`config.mk`:
```
export PLATFORM = sky130hd
export DESIGN_NAME = wave_sequencer
export DESIGN_NICKNAME = d
export VERILOG_FILES = /design/src/rtl/wavegen_pkg.sv /design/src/rtl/wave_seq_table.sv /design/src/rtl/wave_sequencer.sv
export SDC_FILE = /design/constraint.sdc
export NUM_CORES = 1
export LEC_CHECK = 0
export ABC_AREA = 1
export BUFFER_PORTS_ARGS = -buffer_cell sky130_fd_sc_hd__buf_2
export CORE_AREA = 4 4 184 186
export DETAILED_ROUTE_END_ITERATION = 12
export DIE_AREA = 0 0 188 190
export PLACE_DENSITY_LB_ADDON = 0.12
export RECOVER_POWER = 25
export SLEW_MARGIN = 20
export SYNTH_ARGS = -nofsm -noshare
export SYNTH_HDL_FRONTEND = slang
export SYNTH_HIERARCHICAL = 1
export SYNTH_SLANG_ARGS = --single-unit
```
`constraint.sdc`:
```
create_clock -name clk -period 7.8 [get_ports clk]
set_input_delay 0.39 -clock clk [delete_from_list [all_inputs] [get_ports clk]]
set_output_delay 0.39 -clock clk [all_outputs]
set_load 0.01 [all_outputs]
```
`src/rtl/wavegen_pkg.sv`:
```
// Shared constants and types for the waveform generator segment sequencer.
package wavegen_pkg;

   localparam logic [1:0] WAVE_NCO   = 2'b00;
   localparam logic [1:0] WAVE_CHIRP = 2'b01;
   localparam logic [1:0] WAVE_SAW   = 2'b10;
   localparam logic [1:0] WAVE_PULSE = 2'b11;

   localparam int unsigned SEQ_N  = 32;
   localparam int unsigned SEQ_DW = 16;

   typedef struct packed {
      logic [1:0]        sel;
      logic [SEQ_N-1:0]  freq;
      logic [SEQ_DW-1:0] dur;
   } seg_entry_t;

   typedef enum logic [1:0] {StIdle, StSetup, StRun, StDone} seq_state_e;

endpackage

```
`src/rtl/wave_seq_table.sv`:
```
// Segment program table: DEPTH entries of {sel, freq, dur}, one write port and one
// asynchronous read port. Contents are deliberately not reset.
module wave_seq_table
   import wavegen_pkg::*;
#(
   parameter int unsigned N     = 32,
   parameter int unsigned DEPTH = 8,
   parameter int unsigned DW    = 16,
   localparam int unsigned A    = $clog2(DEPTH),
   localparam int unsigned W    = 2 + N + DW
) (
   input  logic         clk,
   input  logic         wr_en,
   input  logic [A-1:0] wr_addr,
   input  logic [W-1:0] wr_data,
   input  logic [A-1:0] rd_addr,
   output logic [W-1:0] rd_data
);

   logic [W-1:0] mem_q [DEPTH];

   always_ff @(posedge clk) begin
      if (wr_en) begin
         mem_q[wr_addr] <= wr_data;
      end
   end

   assign rd_data = mem_q[rd_addr];

endmodule

```
`src/rtl/wave_sequencer.sv`:
```
// Segment sequencer: plays table entries in order, resetting generator phase at each
// segment boundary. Define SEQ_LOOP_EN to repeat the program loop_cnt times (0 = forever).
module wave_sequencer
   import wavegen_pkg::*;
#(
   parameter int unsigned N     = 32,
   parameter int unsigned DEPTH = 8,
   parameter int unsigned DW    = 16,
   localparam int unsigned A    = $clog2(DEPTH),
   localparam int unsigned W    = 2 + N + DW
) (
   input  logic         clk,
   input  logic         rst,
   input  logic         wr_en,
   input  logic [A-1:0] wr_addr,
   input  logic [W-1:0] wr_data,
   input  logic [A:0]   num_seg,
   input  logic [7:0]   loop_cnt,
   input  logic         start,
   input  logic         abort,
   output logic [1:0]   wave_sel,
   output logic [N-1:0] freq_ctrl,
   output logic         gen_rst,
   output logic [A-1:0] seg_idx,
   output logic         busy,
   output logic         done,
   output logic         wr_err
);

   seq_state_e   state_q, state_d;
   logic [A-1:0] seg_idx_q, seg_idx_d;
   logic [A:0]   num_seg_q, num_seg_d;
   logic [DW-1:0] cnt_q, cnt_d;
   logic [1:0]   wave_sel_q, wave_sel_d;
   logic [N-1:0] freq_q, freq_d;
   logic         gen_rst_q, gen_rst_d, busy_q, busy_d, done_q, done_d, wr_err_q, wr_err_d;
   logic [W-1:0] rd_data;
   logic [1:0]   rd_sel;
   logic [N-1:0] rd_freq;
   logic [DW-1:0] rd_dur;
   logic         busy_now, start_ok, last_run, last_seg, more_passes;

`ifdef SEQ_LOOP_EN
   logic [7:0]   pass_q, pass_d;
   // pass_q == 0 means loop forever; 1 means this is the final pass.
   assign more_passes = (pass_q != 8'd1);
`else
   logic unused_loop_cnt;
   assign unused_loop_cnt = ^loop_cnt;
   assign more_passes = 1'b0;
`endif

   assign rd_sel   = rd_data[W-1 -: 2];
   assign rd_freq  = rd_data[N+DW-1 -: N];
   assign rd_dur   = rd_data[DW-1:0];
   assign busy_now = (state_q == StSetup) || (state_q == StRun);
   assign start_ok = (num_seg != '0) && (num_seg <= (A+1)'(DEPTH));
   assign last_run = (cnt_q == DW'(1));
   assign last_seg = ((A+1)'(seg_idx_q) == num_seg_q - (A+1)'(1));

   wave_seq_table #(
      .N     (N),
      .DEPTH (DEPTH),
      .DW    (DW)
   ) u_table (
      .clk     (clk),
      .wr_en   (wr_en && !busy_now),
      .wr_addr (wr_addr),
      .wr_data (wr_data),
      .rd_addr (seg_idx_d),
      .rd_data (rd_data)
   );

   always_ff @(posedge clk) begin
      if (rst) begin
         state_q    <= StIdle;
         seg_idx_q  <= '0;
         num_seg_q  <= '0;
         cnt_q      <= '0;
         wave_sel_q <= '0;
         freq_q     <= '0;
         gen_rst_q  <= 1'b1;
         busy_q     <= 1'b0;
         done_q     <= 1'b0;
         wr_err_q   <= 1'b0;
`ifdef SEQ_LOOP_EN
         pass_q     <= '0;
`endif
      end else begin
         state_q    <= state_d;
         seg_idx_q  <= seg_idx_d;
         num_seg_q  <= num_seg_d;
         cnt_q      <= cnt_d;
         wave_sel_q <= wave_sel_d;
         freq_q     <= freq_d;
         gen_rst_q  <= gen_rst_d;
         busy_q     <= busy_d;
         done_q     <= done_d;
         wr_err_q   <= wr_err_d;
`ifdef SEQ_LOOP_EN
         pass_q     <= pass_d;
`endif
      end
   end

   // Kept free of rd_data so the table read address does not loop back on itself.
   always_comb begin
      state_d   = state_q;
      seg_idx_d = seg_idx_q;
      num_seg_d = num_seg_q;
`ifdef SEQ_LOOP_EN
      pass_d    = pass_q;
`endif
      unique case (state_q)
         StIdle: begin
            if (start) begin
               if (start_ok) begin
                  state_d   = StSetup;
                  seg_idx_d = '0;
                  num_seg_d = num_seg;
`ifdef SEQ_LOOP_EN
                  pass_d    = loop_cnt;
`endif
               end else begin
                  state_d = StDone;
               end
            end
         end
         StSetup: state_d = StRun;
         StRun: begin
            if (last_run) begin
               if (!last_seg) begin
                  state_d   = StSetup;
                  seg_idx_d = seg_idx_q + A'(1);
               end else if (more_passes) begin
                  state_d   = StSetup;
                  seg_idx_d = '0;
`ifdef SEQ_LOOP_EN
                  pass_d    = (pass_q == 8'd0) ? 8'd0 : pass_q - 8'd1;
`endif
               end else begin
                  state_d   = StDone;
                  seg_idx_d = '0;
               end
            end
         end
         StDone:  state_d = StIdle;
         default: state_d = StIdle;
      endcase
      if (abort) begin
         state_d   = StIdle;
         seg_idx_d = '0;
      end
   end

   // Duration counter: loaded in SETUP from the current entry, zero duration runs once.
   always_comb begin
      cnt_d = cnt_q;
      if (state_q == StSetup) begin
         cnt_d = (rd_dur == '0) ? DW'(1) : rd_dur;
      end else if (state_q == StRun) begin
         cnt_d = cnt_q - DW'(1);
      end
   end

   always_comb begin
      wave_sel_d = '0;
      freq_d     = '0;
      gen_rst_d  = 1'b1;
      busy_d     = 1'b0;
      done_d     = 1'b0;
      wr_err_d   = wr_en && busy_now;
      unique case (state_d)
         StSetup: begin
            wave_sel_d = rd_sel;
            freq_d     = rd_freq;
            busy_d     = 1'b1;
         end
         StRun: begin
            wave_sel_d = wave_sel_q;
            freq_d     = freq_q;
            gen_rst_d  = 1'b0;
            busy_d     = 1'b1;
         end
         StDone:  done_d = 1'b1;
         default: ;
      endcase
   end

   assign wave_sel  = wave_sel_q;
   assign freq_ctrl = freq_q;
   assign gen_rst   = gen_rst_q;
   assign seg_idx   = seg_idx_q;
   assign busy      = busy_q;
   assign done      = done_q;
   assign wr_err    = wr_err_q;

endmodule
```
==> flow_summary.yaml <==
logic_synthesis:
  syn_inst: 2184
  yosysWarnings: 6
  synthSimpleGateAreaFrac_pct: 21.15
  synth-seq-cells: 463
  yosysTopAreaCellShare_pct: 58.27
  synth_edf_count: 400
  synth_xor_area_share_pct: 0.08497
  ys_top_cells_by_count: "nand2_1 (726), inv_1 (452), edfxtp_1 (400)"
  synth_compound_area_share_pct: 2.859
  ys.flop_type: "edfxtp_1"
  synth_fp_nets: 2264
  synthAdderAreaFrac_pct: 0.6069
  async_flop_share_pct: 0
  netlist_area_um2: 20610
  synth_mux_area_share_pct: 0
  synthTopCellsByArea: "edfxtp_1 (58%), nand2_1 (13%), inv_1 (8.2%), dfxtp_1 (6.1%), nand3_1 (5.4%)"
  synth_top_family_by_area: "simple AND/OR/NAND/NOR gates"
  yosysSeqAreaShare_pct: 64.38
  yosys.area.top_type: "edfxtp_1"
  synth.distinct_cells: 35
  yosysMostFrequentCell: "nand2_1"
  postSynthAreaPerCell_um2: 9.439
detailed_routing:
  avgRoutedWirePerCell_um: 16.90
  postRouteAntennaNets: 0
  firstDrtPassIters: 5
  via_per_inst: 5.282
  totalWireLength_mm: 46.25
  vias: 14460
  drcViolationCount: 0
  first_iter_violations: 1153
power:
  p_comb_share_pct: 8.8
  p_sw_share_pct: 23.21
  ir_drop_mv: 0.1845
  total_power_mw: 5.366
  power.internal_mw: 4.120
  pwr-share-clk_pct: 39.0
  p_per_area_nw_per_um2: 235.8
  p_seq_share_pct: 52.2
  leakage_nw: 10.44
  p_switching_mw: 1.246
floorplan:
  start_util_pct: 63.85
  num_rows: 66
  die_h_um: 190
  dieArea_um2: 35720
  die_w_um: 188
  core-area_um2: 32290
  ios: 111
timing:
  post-route-min-period_ns: 4.285
  hold_slack_ns: 0.09530
  relSlewSlack_pct: 24.36
  clock_skew_ns: 0.01112
  setup_tns_ns: 0
  finalCritPeriodShare_pct: 54.93
  tightest_slew_ns: 1.132
  setup_viol: 0
  final_max_slew_viol_count: 0
  grt_setup_unrepaired: "false"
  fmax_mhz: 233.4
  hold_violations: 0
job:
  cap_violations: 0
worst_setup_path:
  cp-start-kind: "flop"
  path_cells: "inv_1 > ha_1 > nor2_1 > nor2_1 > nand3_1 > nor2_1 > nand2_2 > nand3_1 > nand2_1 > nand2_1 > inv_6 > buf_4 > buf_4 > nand2_1 > nand3_1 > nand2_1 > nand2_1 > nand2_1 > a22oi_1 > nor2_1"
  cp.required_ns: 8.19
  crit_type: "flop to flop"
  crit_path_end_kind: "flop"
  worst_r2r_path_depth: 20
  worst_path_largest_cell_delay_ns: 0.76
  cp_common_cell: "nand2_1"
  cp_data_arrival_time_ns: 4.68
  cp_slowest_cell: "buf_4"
  critPathMaxFanout: 79
finish:
  fin_util_pct: 70.48
  drive_above_1_share_pct: 7.974
  layout.nets: 2338
  design_area_um2: 22760
  syn2layout_area_growth_pct: 10.40
  multiInputGateArea_um2: 5159
  num-fill-cells: 2378
  seqCellArea_um2: 13270
  n_antenna_cell: 0
cts:
  root_buffer: "clkbuf_16"
  cts_tree: "done"
  ctsHoldBuffers: 0
  clk_path_buf_depth: 3
  cts_resized: 0
  cts_setup_buffers: 0
  clock_latency_ns: 0.55
  cts-buffers-inserted: 46
  clk_pin_slew_ns: 0.06
  h-tree-depth: 2
  cts_sinks: 463
global_routing:
  gr-total-overflow: 0
  first_global_vias: 13920
  grt_max_degree: 128
  antenna_found_initial: 3
  grt_use_total_pct: 25.67
  grt_pass1_wl_mm: 72.49
min_path:
  min_path_cells: 3
  hold_path.class: "input pin to flop"
place:
  place_congestion: 0.8871
  io_buffer_count: 102
  hpwl_mm: 23.69
  place_area_um2: 21360
outcome:
  status: "finished, final reports clean"
==> power by group through the flow <==
stage | registers (mW) | logic (mW) | clock network, mW
after floorplan | 2.85 | 0.305 | 0
after global placement | 2.85 | 0.457 | 0
after detailed placement | 2.85 | 0.470 | 0
after CTS | 2.80 | 0.473 | 2.12
after global routing | 2.81 | 0.529 | 2.22
final | 2.80 | 0.472 | 2.09
==> sequential cells by signal (all words and copies together), names as in the netlist, 2 cells and up <==
signal and cells:
num_seg_q 4, wave_sel 2, state_q 2, cnt_q 16, freq_ctrl 32, seg_idx 3
u_table/mem_q 400
==> metal layers <==
layer / GRT usage [%] / vias to the layer above / routed length, um
li1: - / 7000 / -
met1: 34.15 / 6844 / 18700
met2: 44.85 / 518 / 22850
met3: 4.037 / 89 / 3617
met4: 6.296 / 6 / 1040
met5: 0 / - / 38
==> through the flow <==
step / std cells / setup slack (ns)
6_report: 2737 / 3.515
5_1_grt: 2737 / 3.093
4_1_cts: 2737 / 3.526
3_5_place_dp: 2652 / 3.557
3_3_place_gp: 2652 / 3.694
2_1_floorplan: 2184 / 4.170
==> kinds of logic after synthesis <==
kind of cell,Yosys count
compound gates,95
xor+xnor,2
fa+ha+maj,10
buf+inv,551
flops,463
simple gates,1063
==> placed cells by master, fill, tap and decap left out, types with 35 or more instances in the layout <==
master and count:
a22oi_1 35, buf_2 69, clkbuf_1 47, clkbuf_16 47
dfxtp_1 63, edfxtp_1 400, inv_1 448, nand2_1 726
nand3_1 222, nor2_1 84
==> path summary, 6_finish.rpt <==
kind / startpoint / to / slack, ns
min: wr_en / wr_err$_SDFF_PP0_ / 0.1
max: num_seg_q[0]$_SDFFE_PP0P_ / freq_ctrl[13]$_SDFFE_PP0P_ / 3.52
min reg2reg: cnt_q[14]$_SDFFE_PP0P_ / cnt_q[14]$_SDFFE_PP0P_ / 0.47
max reg2reg: num_seg_q[0]$_SDFFE_PP0P_ / freq_ctrl[13]$_SDFFE_PP0P_ / 3.52
==> critical path: cells and delay by family (launching register included) <==
family / cells / cell delay (ns)
and+or+nand+nor: 14 / 1.21
DFF: 1 / 0.34
buffers and inverters: 4 / 1.97
AOI/OAI and AO/OA: 1 / 0.17
adders and majority gates: 1 / 0.32
==> area by class of cell <==
type                            count  share of cell area [%]
Inverter                          457                   7.593
Multi-Input combinational cell   1170                   22.67
Clock inverter                     16                  0.4508
Timing Repair Buffer              120                   2.655
Sequential cell                   463                   58.32
Clock buffer                       69                   5.883
Tap cell                          442                   2.430
Note: power is estimated with default switching activity, not from simulation.
